<file path="config.mk">
export PLATFORM = sky130hd
export DESIGN_NAME = fifo_wr_arbiter
export DESIGN_NICKNAME = d
export VERILOG_FILES = /design/src/rtl/fifo_wr_arbiter.sv
export SDC_FILE = /design/constraint.sdc
export NUM_CORES = 1
export LEC_CHECK = 0
export ABC_AREA = 1
export CORE_MARGIN = 4
export CORE_UTILIZATION = 39
export DETAILED_ROUTE_END_ITERATION = 6
export PLACE_DENSITY = 0.81
export SLEW_MARGIN = 20
export SYNTH_ARGS = -nofsm -noshare
export SYNTH_HDL_FRONTEND = slang
export SYNTH_SLANG_ARGS = --single-unit
</file>
<file path="constraint.sdc">
create_clock -name w_clk -period 1.5 [get_ports w_clk]
set_input_delay 0.375 -clock w_clk [delete_from_list [all_inputs] [get_ports w_clk]]
set_output_delay 0.375 -clock w_clk [all_outputs]
set_load 0.01 [all_outputs]
</file>
<file path="src/rtl/fifo_wr_arbiter.sv">
// fifo_wr_arbiter
// Round-robin, packet-locking arbiter in front of the async FIFO write port.
// One requester at a time owns the port until its packet ends or it has
// written MAX_BURST words. w_full stalls the owner without losing its grant.

`timescale 1ns/1ps

module fifo_wr_arbiter #(
  parameter int bus_width = 8,
  parameter int NUM_REQ   = 4,
  parameter int MAX_BURST = 4
) (
  input  logic                           w_clk,
  input  logic                           w_rst,
  input  logic [NUM_REQ-1:0]             req_valid,
  input  logic [NUM_REQ*bus_width-1:0]   req_data,
  input  logic [NUM_REQ-1:0]             req_last,
  output logic [NUM_REQ-1:0]             req_ready,
  input  logic                           w_full,
  output logic                           w_en,
  output logic [bus_width-1:0]           w_data,
  output logic [NUM_REQ-1:0]             grant,
  output logic                           busy
);

  localparam int IDX_W = (NUM_REQ > 1) ? $clog2(NUM_REQ) : 1;
  localparam int CNT_W = $clog2(MAX_BURST) + 1;

  // Beat index of the last word a single grant may carry.
  localparam logic [CNT_W-1:0] LAST_BEAT = CNT_W'(MAX_BURST - 1);
  // Highest requester index, used to wrap the round-robin pointer.
  localparam logic [IDX_W-1:0] LAST_IDX  = IDX_W'(NUM_REQ - 1);
  // NUM_REQ in the widened domain used for modulo wrap of candidate indices.
  localparam logic [IDX_W:0]   NR_EXT    = (IDX_W+1)'(NUM_REQ);

  typedef enum logic {
    IDLE  = 1'b0,
    GRANT = 1'b1
  } state_t;

  state_t               state_reg,    state_next;
  logic [NUM_REQ-1:0]   grant_reg,    grant_next;
  logic [IDX_W-1:0]     owner_reg,    owner_next;
  logic [IDX_W-1:0]     rr_ptr_reg,   rr_ptr_next;
  logic [CNT_W-1:0]     beat_cnt_reg, beat_cnt_next;

  // Per-requester view of the flattened data bus.
  logic [bus_width-1:0] data_arr [NUM_REQ];

  // Candidate at scan offset k is requester (rr_ptr + k) mod NUM_REQ.
  logic [IDX_W-1:0]     cand_idx [NUM_REQ];
  logic [NUM_REQ-1:0]   cand_valid;

  logic                 pick_found;
  logic [IDX_W-1:0]     pick_idx;

  logic                 owner_valid;
  logic                 owner_last;
  logic                 in_grant;
  logic                 transfer;
  logic                 release_now;

  genvar gi;

  generate
    for (gi = 0; gi < NUM_REQ; gi++) begin : g_req
      logic [IDX_W:0] cand_sum;

      assign data_arr[gi] = req_data[gi*bus_width +: bus_width];

      assign cand_sum     = {1'b0, rr_ptr_reg} + (IDX_W+1)'(gi);
      assign cand_idx[gi] = (cand_sum >= NR_EXT) ? IDX_W'(cand_sum - NR_EXT)
                                                 : IDX_W'(cand_sum);
      assign cand_valid[gi] = req_valid[cand_idx[gi]];

      // Only the current owner is offered ready, and only while the FIFO has room.
      assign req_ready[gi] = grant_reg[gi] & ~w_full;
    end
  endgenerate

  // First valid requester in rotated order; offset 0 (rr_ptr) has top priority.
  always_comb begin
    pick_found = 1'b0;
    pick_idx   = '0;
    for (int k = NUM_REQ - 1; k >= 0; k--) begin
      if (cand_valid[k]) begin
        pick_found = 1'b1;
        pick_idx   = cand_idx[k];
      end
    end
  end

  assign in_grant    = (state_reg == GRANT);
  assign owner_valid = req_valid[owner_reg];
  assign owner_last  = req_last[owner_reg];

  // A word moves only when the owner offers one and the FIFO can take it.
  assign transfer    = in_grant && owner_valid && !w_full;

  // The grant ends on the packet's last word or on the word that fills the burst.
  assign release_now = transfer && (owner_last || (beat_cnt_reg == LAST_BEAT));

  // Next-state logic for the IDLE/GRANT controller and its bookkeeping.
  always_comb begin
    state_next    = state_reg;
    grant_next    = grant_reg;
    owner_next    = owner_reg;
    rr_ptr_next   = rr_ptr_reg;
    beat_cnt_next = beat_cnt_reg;

    case (state_reg)
      IDLE: begin
        if (pick_found) begin
          state_next    = GRANT;
          owner_next    = pick_idx;
          grant_next    = NUM_REQ'(1) << pick_idx;
          beat_cnt_next = '0;
        end
      end

      GRANT: begin
        if (transfer) begin
          beat_cnt_next = beat_cnt_reg + CNT_W'(1);
        end
        if (release_now) begin
          state_next    = IDLE;
          grant_next    = '0;
          beat_cnt_next = '0;
          // Releasing owner drops to lowest priority for the next arbitration.
          rr_ptr_next   = (owner_reg == LAST_IDX) ? '0 : owner_reg + IDX_W'(1);
        end
      end

      default: begin
        state_next = IDLE;
        grant_next = '0;
      end
    endcase
  end

  // Output decode: write port is driven only while a requester owns it.
  always_comb begin
    busy   = in_grant;
    w_en   = transfer;
    w_data = '0;
    if (in_grant) begin
      w_data = data_arr[owner_reg];
    end
  end

  assign grant = grant_reg;

  // State register; reset abandons any packet in flight.
  always_ff @(posedge w_clk) begin
    if (w_rst) begin
      state_reg    <= IDLE;
      grant_reg    <= '0;
      owner_reg    <= '0;
      rr_ptr_reg   <= '0;
      beat_cnt_reg <= '0;
    end else begin
      state_reg    <= state_next;
      grant_reg    <= grant_next;
      owner_reg    <= owner_next;
      rr_ptr_reg   <= rr_ptr_next;
      beat_cnt_reg <= beat_cnt_next;
    end
  end

endmodule

</file>
==> metrics.yaml <==
die_x_um: 61.6
drc: 0
tritoncts: "built"
outcome: "finished, violations left"
crit_path_cell_trace: "clkinvlp_4 > buf_6 > buf_6 > nand3_2 > nand2_2 > a21oi_4 > buf_2"
clock-sinks: 12
maxSlewViolCount: 0
synth_cells: 199
antenna_found_initial: 0
vias: 1652
grt_pass1_wl_um: 6690
fin_crit_sh_pct: 122
grt_use_total_pct: 23.2
start_util_pct: 40.6
holdBufCountCts: 0
fp-row-count: 19
fin_util_pct: 77.7
drv_cap: 0
synth_fa_ha_area_share_pct: 3.36
hold_ws_ns: 0.482
firstDrtPassIters: 4
power.density_nw_per_um2: 778
cp.arrival_ns: 1.45
largest_reg_flops: 4
synth_top_family_by_area: "simple AND/OR/NAND/NOR gates"
clock_latency_ns: 0.28
yosys_warnings: 0
rsz0062_at_grt: "true"
overflow: 0
die_area_um2: 3790
cp_slowest_stage_delay_ns: 0.36
worstSetupEndpoint: "w_en"
nets: 334
startpoint: "owner_reg[1]"
r2r-end: "rr_ptr_reg[1]"
setup_viol_count_final: 19
diodes: 0
io_pins: 61
root_buffer: "clkbuf_4"
yosys.area.top_type: "dfxtp_1"
slew_headroom_pct: 82.0
grt_pass1_vias: 1469
place_ws_ns: -0.695
hold_viol_final: 0
clk_path_buf_depth: 2
drt-total-wl_um: 4490
detail-route-antenna-nets: 0
r2r-start: "owner_reg[1]"
reg2regPathDepth: 11
crit_required_ns: 1.12
dp_hpwl_um: 2940
viasPerCell: 5.19
synth_top_area_share_pct: 21.5
max_freq_mhz: 548
htree_levels: 1
finClkSkew_ns: 0.0174
cp-start-kind: "register"
wl_per_cell_um: 14.1
syn_area_um2: 1120
core-area_um2: 2760
path_class: "reg2out"
final_layout_size_suffix_gt1_share_pct: 32.4
fin_crit_ns: 1.82
tightest_slew_ns: 0.270
total_power_w: 0.00167
syn2layout_area_growth_pct: 91.5
clk_pin_slew_worst_paths_ns: 0.09
avgSynthCellArea_um2: 5.62
port-buffer-count: 60
synth-compound-area-share_pct: 23.7
fin_ws_ns: -0.325
synthTopCellsByArea: "dfxtp_1 (21%), nor2_1 (15%), nand2_1 (13%)"
grt_start_max_net_pins: 12
regToRegSetupSlack_ns: -0.19
synthXorXnorAreaFrac_pct: 0
drtIter0Drc: 91
hp-class: "reg2reg"
cts_buffers: 3
synth_seq_area_share_pct: 21.5
synth-simple-area-share_pct: 39.9
ys_ff_latch: 12
ys_types: 23
crit_path_frequent_cell: "buf_6"
violations: "negative setup slack"
slowest_stage: "dfxtp_2"
crit_fanout: 4
routabilityCongestion: 0.813
muxShareOfSynthArea_pct: 0
irDropWorstVdd_mv: 0.858
p_leak_nw: 0.996
synth.net_count: 245
crit_path_end_kind: "primary output"
die_h_um: 61.6
-- cell families (layout without fill, tap and decap cells) --
group | Yosys count | count (layout)
AOI/OAI and AO/OA | 47 | 48
DFF | 12 | 12
buffers and inverters | 30 | 117
and+or+nand+nor | 107 | 107
adders and majority gates | 3 | 3
-- report_power, final --
part / total [W] / internal (W) / switching, W
registers: 0.000390 / 0.000351 / 0.0000389
logic: 0.00102 / 0.000501 / 0.000516
clock network: 0.000260 / 0.000148 / 0.000112
-- stage by stage --
stage | setup TNS [ns] | instances | cell area [um^2]
floorplan | 0 | 199 | 1120
detailed placement | -12.60 | 302 | 1880
global route | -5.36 | 318 | 2140
global placement | -12.15 | 302 | 1880
CTS | -2.67 | 314 | 2020
finish | -3.78 | 318 | 2140
-- critical path, delay by kind of cell, from the launching register on --
family	cells	cell delay, ns
flops	1	0.36
compound gates	1	0.15
buf+inv	4	0.53
simple gates	2	0.13
-- repair_timing --
| action | in CTS | in global routing |
|---|---|---|
| setup buffers | 6 | 4 |
| cloned | 2 | 0 |
| pin swaps | 29 | 11 |
| endpoints found under the setup margin | 30 | 24 |
| resized for setup | 93 | 37 |
-- worst min-delay path by stage --
stage	end	depth (start not counted)	slack, ns	start
finish	beat_cnt_reg[1]	2	0.48	beat_cnt_reg[1]
global route	beat_cnt_reg[1]	2	0.51	beat_cnt_reg[1]
CTS	beat_cnt_reg[2]	2	0.48	beat_cnt_reg[2]
detailed placement	beat_cnt_reg[2]	2	0.47	beat_cnt_reg[2]
global placement	beat_cnt_reg[1]	2	0.45	beat_cnt_reg[1]
floorplan	beat_cnt_reg[2]	2	0.44	beat_cnt_reg[2]
-- area by class of cell --
class | count | area [um^2]
inverters | 22 | 93.8
multi-input cells | 158 | 876
fillers | 208 | 616
well taps | 31 | 38.8
clock buffers | 4 | 36.3
flip-flops and latches | 12 | 250
repair buffers | 91 | 847
-- metal layers --
metal | vias up | wire length [um] | part of all wire [%] | track usage, %
li1 | 824 | - | - | -
met1 | 762 | 1870 | 42 | 29.3
met2 | 54 | 2360 | 53 | 42.9
met3 | 12 | 194 | 4.3 | 3.14
met4 | 0 | 66 | 1.5 | 2.73
met5 | - | 0 | 0 | 0
-- cells in the final DEF (no fill, tap or decap), drive strengths merged --
master and instances:
ha 3, clkinvlp 1, dfxtp 12, inv 21, clkbuf 7, a21oi 22, nand2 43, nand3 14
clkdlybuf4s50 35, or2 1, nand4 3, buf 41, o21ai 26, dlygate4sd2 12, nor2 46
-- cells in the mapped netlist (all sizes together) --
cell	n
or2	1
nor2	46
clkbuf	1
ha	3
inv	22
a21oi	22
o21ai	25
buf	7
nand3	14
nand2	43
dfxtp	12
nand4	3
Note: power is estimated with default switching activity, not from simulation.
